<file path="src/rtl/cvt_pkg.sv">
// Shared types for the convert-unit writeback stage: the entry kind, the queued
// entry record, and the push-time kind decode.
package cvt_pkg;

    typedef enum logic [1:0] {
        WB_NONE = 2'd0,
        WB_INT  = 2'd1,
        WB_FP   = 2'd2
    } wb_kind_e;

    typedef struct packed {
        wb_kind_e    kind;
        logic [4:0]  waddr;
        logic [31:0] data;
    } wb_entry_t;

    localparam logic [4:0] X0_ADDR = 5'd0;

    // FP wins when both enables are set; an INT write to x0 is dropped at push time.
    function automatic wb_kind_e decode_kind(input logic       fp_en,
                                             input logic       int_en,
                                             input logic [4:0] waddr);
        wb_kind_e kind;
        kind = WB_NONE;
        if (fp_en) begin
            kind = WB_FP;
        end else if (int_en && (waddr != X0_ADDR)) begin
            kind = WB_INT;
        end
        return kind;
    endfunction

endpackage

</file>
<file path="src/rtl/cvt_wb_fifo.sv">
// In-order circular buffer of writeback entries. It exposes the head entry and
// per-slot kind/address/valid vectors so the stage can do its hazard lookup.
module cvt_wb_fifo
    import cvt_pkg::*;
#(
    parameter int DEPTH = 2,
    localparam int PTR_W = $clog2(DEPTH)
) (
    input  logic                        clk,
    input  logic                        rst_n,
    input  logic                        push,
    input  wb_entry_t                   push_entry,
    input  logic                        pop,
    output wb_entry_t                   head,
    output logic [PTR_W:0]              count,
    output logic [DEPTH-1:0]            ent_valid,
    output logic [DEPTH-1:0][1:0]       ent_kind,
    output logic [DEPTH-1:0][4:0]       ent_waddr
);

    wb_entry_t           mem_reg [DEPTH];
    logic [PTR_W-1:0]    wr_ptr_reg;
    logic [PTR_W-1:0]    rd_ptr_reg;
    logic [PTR_W:0]      count_reg;
    logic [PTR_W:0]      count_next;

    // Entry storage carries no reset; slot validity comes from the pointers and count.
    always_ff @(posedge clk) begin
        if (push) begin
            mem_reg[wr_ptr_reg] <= push_entry;
        end
    end

    always_comb begin
        count_next = count_reg;
        case ({push, pop})
            2'b10:   count_next = count_reg + (PTR_W + 1)'(1);
            2'b01:   count_next = count_reg - (PTR_W + 1)'(1);
            default: count_next = count_reg;
        endcase
    end

    always_ff @(posedge clk or negedge rst_n) begin
        if (!rst_n) begin
            wr_ptr_reg <= '0;
            rd_ptr_reg <= '0;
            count_reg  <= '0;
        end else begin
            if (push) begin
                wr_ptr_reg <= wr_ptr_reg + PTR_W'(1);
            end
            if (pop) begin
                rd_ptr_reg <= rd_ptr_reg + PTR_W'(1);
            end
            count_reg <= count_next;
        end
    end

    assign head  = mem_reg[rd_ptr_reg];
    assign count = count_reg;

    // A slot is live when its distance from the read pointer is below the count.
    generate
        for (genvar gi = 0; gi < DEPTH; gi++) begin : g_slot
            logic [PTR_W-1:0] offset;
            assign offset        = PTR_W'(gi) - rd_ptr_reg;
            assign ent_valid[gi] = ({1'b0, offset} < count_reg);
            assign ent_kind[gi]  = mem_reg[gi].kind;
            assign ent_waddr[gi] = mem_reg[gi].waddr;
        end
    endgenerate

endmodule

</file>
<file path="src/rtl/cvt_wb_stage.sv">
// Writeback stage after the int/float converter: queues results in order, drains them
// to the INT or shared FP write port, and answers decode's pending-write lookups.
module cvt_wb_stage
    import cvt_pkg::*;
#(
    parameter int DEPTH = 2,
    parameter int CNT_W = 16,
    localparam int OCC_W = $clog2(DEPTH) + 1
) (
    input  logic               clk,
    input  logic               rst_n,
    input  logic               in_valid,
    output logic               in_ready,
    input  logic [31:0]        in_data,
    input  logic               in_wb_fp_en,
    input  logic               in_wb_int_en,
    input  logic [4:0]         in_waddr,
    output logic               int_we,
    output logic [4:0]         int_waddr,
    output logic [31:0]        int_wdata,
    input  logic               fp_port_busy,
    output logic               fp_we,
    output logic [4:0]         fp_waddr,
    output logic [31:0]        fp_wdata,
    input  logic [4:0]         chk_addr,
    input  logic               chk_is_fp,
    output logic               chk_hit,
    output logic [OCC_W-1:0]   occupancy,
    output logic [CNT_W-1:0]   fp_stall_cnt
);

    wb_entry_t               push_entry;
    wb_entry_t               head;
    logic                    push;
    logic                    pop;
    logic                    head_valid;
    logic                    fp_blocked;
    logic [DEPTH-1:0]        ent_valid;
    logic [DEPTH-1:0][1:0]   ent_kind;
    logic [DEPTH-1:0][4:0]   ent_waddr;
    logic [DEPTH-1:0]        hit_vec;
    logic [1:0]              want_kind;
    logic [CNT_W-1:0]        stall_cnt_reg;

    // Ready looks only at the registered count, so a same-cycle pop never frees a slot early.
    assign in_ready   = (occupancy < OCC_W'(DEPTH));
    assign push       = in_valid && in_ready;
    assign head_valid = (occupancy != '0);

    always_comb begin
        push_entry       = '0;
        push_entry.kind  = decode_kind(in_wb_fp_en, in_wb_int_en, in_waddr);
        push_entry.waddr = in_waddr;
        push_entry.data  = in_data;
    end

    cvt_wb_fifo #(
        .DEPTH(DEPTH)
    ) u_fifo (
        .clk        (clk),
        .rst_n      (rst_n),
        .push       (push),
        .push_entry (push_entry),
        .pop        (pop),
        .head       (head),
        .count      (occupancy),
        .ent_valid  (ent_valid),
        .ent_kind   (ent_kind),
        .ent_waddr  (ent_waddr)
    );

    always_comb begin
        int_we     = 1'b0;
        int_waddr  = '0;
        int_wdata  = '0;
        fp_we      = 1'b0;
        fp_waddr   = '0;
        fp_wdata   = '0;
        pop        = 1'b0;
        fp_blocked = 1'b0;
        if (head_valid) begin
            case (head.kind)
                WB_INT: begin
                    int_we    = 1'b1;
                    int_waddr = head.waddr;
                    int_wdata = head.data;
                    pop       = 1'b1;
                end
                WB_FP: begin
                    // The FPU pipe owns the port when busy; the head holds in place.
                    if (fp_port_busy) begin
                        fp_blocked = 1'b1;
                    end else begin
                        fp_we    = 1'b1;
                        fp_waddr = head.waddr;
                        fp_wdata = head.data;
                        pop      = 1'b1;
                    end
                end
                default: pop = 1'b1;
            endcase
        end
    end

    always_ff @(posedge clk or negedge rst_n) begin
        if (!rst_n) begin
            stall_cnt_reg <= '0;
        end else if (fp_blocked && (stall_cnt_reg != '1)) begin
            stall_cnt_reg <= stall_cnt_reg + CNT_W'(1);
        end
    end

    assign fp_stall_cnt = stall_cnt_reg;

    // Popping entries still count as pending, which keeps the lookup conservative.
    assign want_kind = chk_is_fp ? WB_FP : WB_INT;

    generate
        for (genvar gi = 0; gi < DEPTH; gi++) begin : g_hit
            assign hit_vec[gi] = ent_valid[gi]
                              && (ent_kind[gi] == want_kind)
                              && (ent_waddr[gi] == chk_addr);
        end
    endgenerate

    assign chk_hit = (|hit_vec) && !(!chk_is_fp && (chk_addr == X0_ADDR));

endmodule

</file>
<file path="config.mk">
export PLATFORM = sky130hd
export DESIGN_NAME = cvt_wb_stage
export DESIGN_NICKNAME = d
export VERILOG_FILES = /design/src/rtl/cvt_pkg.sv /design/src/rtl/cvt_wb_fifo.sv /design/src/rtl/cvt_wb_stage.sv
export SDC_FILE = /design/constraint.sdc
export NUM_CORES = 1
export LEC_CHECK = 0
export CAP_MARGIN = 10
export CORE_MARGIN = 4
export CORE_UTILIZATION = 30
export CTS_CLUSTER_DIAMETER = 100
export CTS_CLUSTER_SIZE = 10
export DETAILED_ROUTE_END_ITERATION = 6
export DONT_BUFFER_PORTS = 1
export MAX_ROUTING_LAYER = met4
export PLACE_DENSITY_LB_ADDON = 0.1
export SETUP_SLACK_MARGIN = 0.1
export SYNTH_ARGS = -nofsm -noshare
export SYNTH_HDL_FRONTEND = slang
export SYNTH_SLANG_ARGS = --single-unit
</file>
<file path="constraint.sdc">
create_clock -name clk -period 7.7 [get_ports clk]
set_clock_uncertainty 0.2 [all_clocks]
set_input_delay 0.385 -clock clk [delete_from_list [all_inputs] [get_ports clk]]
set_output_delay 0.385 -clock clk [all_outputs]
set_load 0.02 [all_outputs]
</file>
==> results of run 1 <==
==> kinds of logic (layout without fill, tap and decap cells) <==
logic type | Yosys count | after routing
AOI/OAI and AO/OA | 13 | 13
xor gates and xnor gates | 28 | 28
adders and majority gates | 2 | 2
buffers and inverters | 21 | 63
DFF | 98 | 98
muxes | 40 | 40
and+or+nand+nor | 134 | 134
==> synthesized netlist by cell type (5+ instances only) <==
master	instances
dfrtp_1	20
nor2_1	81
nand4_1	7
xor2_1	13
mux2i_1	39
nor4_1	8
inv_1	5
edfxtp_1	78
clkbuf_1	7
xnor2_1	15
nand3_1	5
nand2_1	9
==> where the power goes <==
part           total, mW  switching, mW  internal [mW]  leakage (nW)
Clock              0.424          0.199          0.225         0.137
Sequential         0.758         0.0731          0.685         0.975
Combinational      0.554          0.391          0.162         0.863
Total               1.74          0.664           1.07          1.97
==> layer usage <==
metal	wire, µm	global-route usage [%]	part of all wire [%]	vias to the layer above
met5	0	-	0	-
met4	102	3.184	1.0	0
met3	635	4.774	6.5	7
met2	5022	20.96	52	79
met1	3980	13.32	41	1241
li1	-	-	-	1281
==> repair_timing <==
action / 4_1_cts / 5_1_grt
hold buffers: 39 / 0
gates resized for setup: 0 / 0
endpoints found under the hold margin: 96 / 0
==> worst paths after layout <==
check,from,end,slack (ns)
max,u_fifo.rd_ptr_reg,int_waddr[1],4.70
min,in_wb_fp_en,u_fifo.mem_reg[0][37],0.04
max reg2reg,u_fifo.count[1],u_fifo.mem_reg[0][12],5.12
min reg2reg,u_fifo.wr_ptr_reg,u_fifo.wr_ptr_reg,0.34
max in group asynchronous,rst_n,u_fifo.rd_ptr_reg,6.20
min in group asynchronous,rst_n,fp_stall_cnt[4],0.45
==> per-stage QoR <==
| step | util [%] | hold WS, ns | cells |
|---|---|---|---|
| floorplan | - | -0.1106 | 336 |
| global placement | 32.29 | -0.1100 | 503 |
| detailed placement | 32.29 | -0.1101 | 503 |
| CTS | 37.08 | 0.01999 | 558 |
| global route | 37.08 | 0.02040 | 558 |
| finish | 37.08 | 0.04387 | 558 |
==> layout make-up <==
cell class              instances  area [µm²]
fillers                      1343        8835
repair buffers                 42       412.9
flip-flops and latches         98        2844
well taps                     180       225.2
clock buffers                   9       225.2
inverters                       5       18.77
multi-input cells             217        1424
clock inverters                 7       57.56
==> impl_metrics.json, run 1 <==
{
  "drv_slew": 0,
  "critPathMaxStageDelay_ns": 0.57,
  "setup_viol": 0,
  "synthMuxAreaShare_pct": 9.245,
  "crit_chain": "buf_4 > mux2i_1 > o21ai_4 > nor2_1",
  "cts_tree": "done",
  "fin_area_mm2": 0.005207,
  "largest_reg_flops": 78,
  "syn_inst": 336,
  "htreeDepth": 3,
  "synth_seq_cells": 98,
  "ys_warn_count": 0,
  "dr.pass1.iters": 4,
  "synth_top_area_share_pct": 53.92,
  "final_hold_viol_count": 0,
  "rows": 43,
  "grt_pass1_wl_mm": 14.66,
  "status": "complete, no violations",
  "route.vias.total": 2608,
  "synth_compound_area_share_pct": 1.872,
  "diodes": 0,
  "maxCapViolCount": 0,
  "path_max_fanout": 43,
  "p_total_mw": 1.736,
  "cts-root-buf": "clkbuf_16",
  "portBuffers": 0,
  "synth_edf_count": 78,
  "end_kind": "primary output",
  "synthTopCellsByArea": "edfxtp_1, dfrtp_1, mux2i_1",
  "grt.overflow.total": 0,
  "place_area_mm2": 0.004534,
  "r2r.worst_path.cells": 4,
  "synthToLayoutAreaGrowth_pct": 19.87,
  "avgSynthCellArea_um2": 12.93,
  "synth_area_mm2": 0.004344,
  "yosysSeqAreaShare_pct": 65.44,
  "dieHeight_um": 128.3,
  "post-place-ws_ns": 4.985,
  "min_period_ns": 3.001,
  "routabilityCongestion": 0.7151,
  "power.leakage_nw": 1.974,
  "crit_type": "flip-flop to primary output",
  "crit_cells": 4,
  "wire_per_inst_um": 17.46,
  "initial_core_util_pct": 30.94,
  "vdd_drop_max_uv": 180.4,
  "cts_buffer_depth": 2,
  "final_common_cell": "nor2_1",
  "ant_nets": 0,
  "hold_path_depth": 1,
  "track_usage_pct": 12.24,
  "worst_setup_path_start_kind": "flip-flop",
  "cts_setup_buffers": 0,
  "drc": 0,
  "rsz0062_at_grt": "no",
  "viasPerCell": 4.674,
  "synth_cell_types": 39,
  "hold_path.class": "input pin to flip-flop",
  "dp_hpwl_mm": 6.597,
  "worstPathArrival_ns": 2.42,
  "grt_max_degree": 44,
  "cp_data_required_time_ns": 7.11,
  "clk-insertion-delay-late_ns": 0.34,
  "wl_mm": 9.740,
  "syn_nets": 387,
  "final_cell_mix": "nor2_1, edfxtp_1, mux2i_1, dlygate4sd3_1, dfrtp_1",
  "dieArea_mm2": 0.01647,
  "grt_pass1_vias": 2653,
  "antenna_found_initial": 0,
  "async_flop_share_pct": 20.41,
  "crit_family": "buffers and inverters",
  "synth-simple-area-share_pct": 14.98,
  "synthAdderAreaFrac_pct": 0.5760,
  "tns_ns": 0,
  "cts.sinks": 98,
  "synth_top_family_by_area": "simple AND/OR/NAND/NOR gates",
  "fmax_ghz": 0.3332,
  "yosysTopAreaCell": "edfxtp_1",
  "clkSlewWorstSetupHoldPaths_ns": 0.07,
  "synth_xor_area_share_pct": 5.645,
  "cp_num_buf_inv": 1,
  "core_area_mm2": 0.01404,
  "io_pins": 145,
  "slew_headroom_pct": 30.93,
  "finalCritPeriodShare_pct": 38.97,
  "layout-drive-gt1-share_pct": 7.143,
  "tightest_slew_ns": 1.036,
  "ys.flop_type": "edfxtp_1",
  "die_w_um": 128.3,
  "powerDensity_mw_per_mm2": 333.3,
  "final_nets": 424,
  "cp_slowest_cell": "buf_4",
  "cts_buffers": 9,
  "first_iter_violations": 71,
  "fin_ws_ns": 4.699
}
Note: power is estimated with default switching activity, not from simulation.
==> inputs of run 2 (changes only) <==
- clock period: 7.7 -> 2.83 ns (I/O delays scaled with it)
==> run 2 against run 1 <==
Effect of this change:
- combinational power rose to 3.0 times the previous value
- die area did not move
- non-clock buffer count up 43
- critical endpoint is now chk_hit
- utilization is 2.8 points higher
- highest routed layer unchanged
- count of clock-buffer cells in the layout is the same
==> impl_metrics.json, run 2 (same netlist as run 1, synthesis figures left out) <==
{
  "grt_pass1_wl_mm": 16.35,
  "vdd_drop_max_uv": 424.3,
  "end_kind": "primary output",
  "cp_data_required_time_ns": 2.49,
  "initial_core_util_pct": 30.94,
  "tns_ns": 0,
  "final_common_cell": "nor2_1",
  "post_cts_resized": 0,
  "viasPerCell": 4.698,
  "portBuffers": 0,
  "routabilityCongestion": 0.7390,
  "diodes": 0,
  "finalCritPeriodShare_pct": 85.44,
  "antenna_found_initial": 0,
  "route.vias.total": 2819,
  "layout-drive-gt1-share_pct": 15.71,
  "tightest_slew_ns": 0.9469,
  "grt.overflow.total": 0,
  "cts_buffers": 9,
  "r2r.worst_path.cells": 5,
  "cts_tree": "done",
  "grt_pass1_vias": 3077,
  "track_usage_pct": 13.46,
  "dieHeight_um": 128.3,
  "hold_path.class": "input pin to flip-flop",
  "dp_hpwl_mm": 6.979,
  "slew_headroom_pct": 36.67,
  "final_hold_viol_count": 0,
  "largest_reg_flops": 78,
  "core_area_mm2": 0.01404,
  "synthToLayoutAreaGrowth_pct": 28.80,
  "clk-insertion-delay-late_ns": 0.35,
  "hold_path_depth": 3,
  "die_w_um": 128.3,
  "drv_slew": 0,
  "path_max_fanout": 8,
  "dieArea_mm2": 0.01647,
  "clkSlewWorstSetupHoldPaths_ns": 0.07,
  "first_iter_violations": 79,
  "setup_viol": 0,
  "cts-root-buf": "clkbuf_16",
  "rows": 43,
  "maxCapViolCount": 0,
  "rsz0062_at_grt": "no",
  "cts.sinks": 98,
  "status": "complete, no violations",
  "worst_setup_path_start_kind": "flip-flop",
  "final_nets": 467,
  "wire_per_inst_um": 17.51,
  "min_period_ns": 2.418,
  "wl_mm": 10.51,
  "ant_nets": 0,
  "power.leakage_nw": 2.225,
  "io_pins": 145,
  "worstPathArrival_ns": 2.08,
  "dr.pass1.iters": 4,
  "fmax_ghz": 0.4136,
  "drc": 0,
  "powerDensity_mw_per_mm2": 900.5,
  "htreeDepth": 3,
  "utilization_pct": 39.85,
  "final_cell_mix": "nor2_1, edfxtp_1, dlygate4sd3_1",
  "cts_setup_buffers": 0,
  "crit_type": "flip-flop to primary output",
  "cts_buffer_depth": 2,
  "grt_max_degree": 40
}
==> run 2: cell count changes in the layout (fill, tap and decap cells not counted) <==
| cell | previous run | this run |
|---|---|---|
| inv_6 | 4 | 1 |
| inv_8 | 1 | 0 |
| clkinvlp_4 | 1 | 0 |
| bufinv_16 | 0 | 2 |
| buf_4 | 3 | 41 |
| dlygate4sd3_1 | 39 | 42 |
| clkinv_4 | 0 | 2 |
| buf_12 | 0 | 2 |
==> run 2: layout make-up <==
cell class / count / area (µm²)
Tap cell: 180 / 225.2
Sequential cell: 98 / 2844
Inverter: 5 / 18.77
Multi-Input combinational cell: 217 / 1424
Timing Repair Buffer: 85 / 768.2
Clock buffer: 9 / 225.2
Clock inverter: 6 / 90.09
Fill cell: 1315 / 8447
==> run 2: where the power goes <==
part	leakage (nW)	internal, mW	switching (mW)	total, mW
sequential	0.975	1.86	0.217	2.08
combinational	1.10	0.567	1.10	1.66
clock	0.154	0.773	0.526	1.30
==> run 2: critical path, stage by stage (launching register included) <==
cell and delay (ns):
dfrtp_1 0.66, a21oi_1 0.13, nor4_1 0.39, nand4_1 0.13, a21oi_1 0.42
==> run 2: what timing repair did <==
action / 4_1_cts / 5_1_grt
hold buffers: 42 / 0
endpoints found under the hold margin: 100 / 0
endpoints found under the setup margin: 0 / 0
==> run 2: stage by stage <==
stage | setup WS [ns] | area (µm²) | power, mW | std cells | hold slack (ns)
final | 0.4121 | 5595 | 5.039 | 600 | 0.03814
after global routing | 0.1808 | 5595 | 5.355 | 600 | 0.07814
after CTS | 0.3419 | 5595 | 5.144 | 600 | 0.02248
after detailed placement | 0.5370 | 4860 | 3.767 | 543 | -0.3535
after global placement | 0.5402 | 4860 | 3.745 | 543 | -0.3535
after floorplan | 0.3045 | 4347 | 3.276 | 336 | -0.3541
==> run 2: worst paths after layout <==
kind | start | end | slack [ns]
max in group asynchronous | rst_n | u_fifo.rd_ptr_reg | 1.60
hold / removal | fp_port_busy | fp_stall_cnt[8] | 0.04
setup reg to reg | fp_stall_cnt[0] | fp_stall_cnt[13] | 0.51
setup / recovery | u_fifo.count[0] | chk_hit | 0.41
hold reg to reg | u_fifo.wr_ptr_reg | u_fifo.wr_ptr_reg | 0.37
min in group asynchronous | rst_n | fp_stall_cnt[10] | 0.18
==> run 2: routing by layer <==
metal	vias up	wire length [µm]	GRT usage, %	part of all wire (%)
met2	81	5387	22.53	51
met5	-	0	-	0
met4	0	116	3.558	1.1
met1	1370	4330	15.23	41
met3	8	672	4.981	6.4
li1	1360	-	-	-
==> inputs of run 3 (changes only) <==
--- a/config.mk
+++ b/config.mk
@@ -15,3 +15,3 @@
 export MAX_ROUTING_LAYER = met4
-export PLACE_DENSITY_LB_ADDON = 0.1
+export PLACE_DENSITY = 0.51
 export SETUP_SLACK_MARGIN = 0.1
--- a/constraint.sdc
+++ b/constraint.sdc
@@ -4,2 +4,2 @@
 set_output_delay 0.1415 -clock clk [all_outputs]
-set_load 0.02 [all_outputs]
+set_load 0.005 [all_outputs]
==> run 3 against run 2 <==
Effect of this change:
- worst setup slack worse by 0.00098 ns
- register-to-register slack better by 0.15 ns
- count of clock-buffer cells in the layout up 1
- sequential cell count unchanged
- die area unchanged
- sequential power about the same
- largest power group unchanged
==> impl_metrics.json, run 3 (same netlist as run 1, synthesis figures left out) <==
{
  "status": "complete, no violations",
  "tightest_slew_ns": 0.8816,
  "path_max_fanout": 30,
  "power.leakage_nw": 2.010,
  "cts_buffer_depth": 2,
  "synthToLayoutAreaGrowth_pct": 21.80,
  "die_w_um": 128.3,
  "first_iter_violations": 105,
  "dieHeight_um": 128.3,
  "fmax_ghz": 0.4134,
  "drc": 0,
  "powerDensity_mw_per_mm2": 859.9,
  "grt_max_degree": 40,
  "track_usage_pct": 12.59,
  "utilization_pct": 37.68,
  "cts-root-buf": "clkbuf_16",
  "fin_area_mm2": 0.005291,
  "use_met3_pct": 5.396,
  "final_cell_mix": "nor2_1, edfxtp_1, dlygate4sd3_1",
  "viasPerCell": 4.760,
  "routabilityCongestion": 0.7700,
  "clkSlewWorstSetupHoldPaths_ns": 0.07,
  "place_area_mm2": 0.004567,
  "hold_path.class": "input pin to flip-flop",
  "clk-insertion-delay-late_ns": 0.34,
  "wl_mm": 9.756,
  "wire_per_inst_um": 17.33,
  "p_total_mw": 4.550,
  "io_pins": 145,
  "finalCritPeriodShare_pct": 85.47,
  "vdd_drop_max_uv": 533.5,
  "clkPwrFrac_pct": 27.5,
  "dr.pass1.iters": 4,
  "power_frac_comb_pct": 27.3,
  "cts.sinks": 98,
  "intPower_mw": 3.026,
  "core_area_mm2": 0.01404,
  "dieArea_mm2": 0.01647,
  "worst_setup_path_start_kind": "flip-flop",
  "grt.overflow.total": 0,
  "p_seq_share_pct": 45.2,
  "layout-drive-gt1-share_pct": 7.572,
  "critPathMaxStageDelay_ns": 0.60,
  "setup_viol": 0,
  "cts_buffers": 9,
  "num-fill-cells": 1313,
  "rows": 43,
  "htreeDepth": 3,
  "diodes": 0,
  "portBuffers": 0,
  "antenna_found_initial": 0,
  "slew_headroom_pct": 41.03,
  "crit_type": "flip-flop to primary output",
  "final_hold_viol_count": 0,
  "post-place-ws_ns": 0.6535,
  "ant_nets": 0,
  "initial_core_util_pct": 30.94,
  "tns_ns": 0,
  "maxCapViolCount": 0,
  "fin_cells": 563,
  "cp_data_required_time_ns": 2.49,
  "hold_ws_ns": 0.03488,
  "p_sw_share_pct": 33.50,
  "end_kind": "primary output",
  "dp_hpwl_mm": 6.690,
  "grt_pass1_vias": 2783,
  "grtUsageMet2_pct": 20.17,
  "rsz0062_at_grt": "no",
  "final_nets": 429,
  "fin_ws_ns": 0.4111,
  "place_inst": 505,
  "use_met1_pct": 14.69,
  "crit_chain": "buf_4 > nor2b_1 > o2111ai_1 > nand4b_1 > a21oi_1",
  "route.vias.total": 2680,
  "worstPathArrival_ns": 2.08,
  "drv_slew": 0,
  "globalRoute.busiestLayer": "met2",
  "cp_slowest_cell": "dfrtp_2",
  "cts_tree": "done",
  "largest_reg_flops": 78,
  "min_period_ns": 2.419,
  "regToRegSetupSlack_ns": 0.66,
  "final_common_cell": "nor2_1",
  "grt_pass1_wl_mm": 15.27,
  "p_sw_mw": 1.524
}
run 3: changes by cell type in the layout (fill, tap and decap cells not counted), sizes merged:
| cell | change |
|---|---|
| clkinv | -1 |
| buf | -38 |
| inv | +1 |
| clkbuf | +1 |
| bufinv | -1 |
| clkinvlp | +1 |
run 3: final timing paths:
check                                    endpoint  cells past startpoint               from
worst max-delay path                      chk_hit                      5  u_fifo.rd_ptr_reg
worst min-delay path              fp_stall_cnt[2]                      4       fp_port_busy
worst max register to register    fp_stall_cnt[1]                      4  u_fifo.rd_ptr_reg
worst min register to register   fp_stall_cnt[11]                      1   fp_stall_cnt[11]
max in group asynchronous       u_fifo.rd_ptr_reg                      1              rst_n
min in group asynchronous        fp_stall_cnt[10]                      1              rst_n
run 3: final cells by class:
type / count / area, µm² / area share [%]
Timing Repair Buffer: 47 / 483.0 / 9.127
Clock buffer: 10 / 229.0 / 4.327
Multi-Input combinational cell: 217 / 1416 / 26.77
Inverter: 5 / 18.77 / 0.3547
Sequential cell: 98 / 2844 / 53.75
Tap cell: 180 / 225.2 / 4.256
Clock inverter: 6 / 75.07 / 1.419
run 3: timing repair:
| action | in CTS | in global routing |
|---|---|---|
| setup buffers | 0 | 0 |
| hold buffers | 42 | 0 |
| hold endpoints to repair | 100 | 0 |
| gates resized for setup | 0 | 0 |
run 3: power by group through the flow:
stage               Sequential (mW)  Clock, mW  Combinational (mW)
floorplan                      1.99          0               0.973
global placement               2.09          0                1.21
detailed placement             2.10          0                1.22
CTS                            2.06       1.31                1.28
global route                   2.10       1.37                1.38
finish                         2.06       1.25                1.24
run 3: worst max-delay path, delay by kind of cell (launching register included):
kind / cells / cell delay (ns)
DFF: 1 / 0.60
buffers and inverters: 1 / 0.55
AOI/OAI and AO/OA: 2 / 0.31
and+or+nand+nor: 2 / 0.26
run 3: per-layer routing:
metal | part of all wire [%] | wire, µm | vias to the layer above
met5 | 0 | 0 | -
met4 | 1.2 | 118 | 0
met3 | 7.6 | 740 | 11
met2 | 49 | 4770 | 102
met1 | 42 | 4126 | 1273
li1 | - | - | 1294
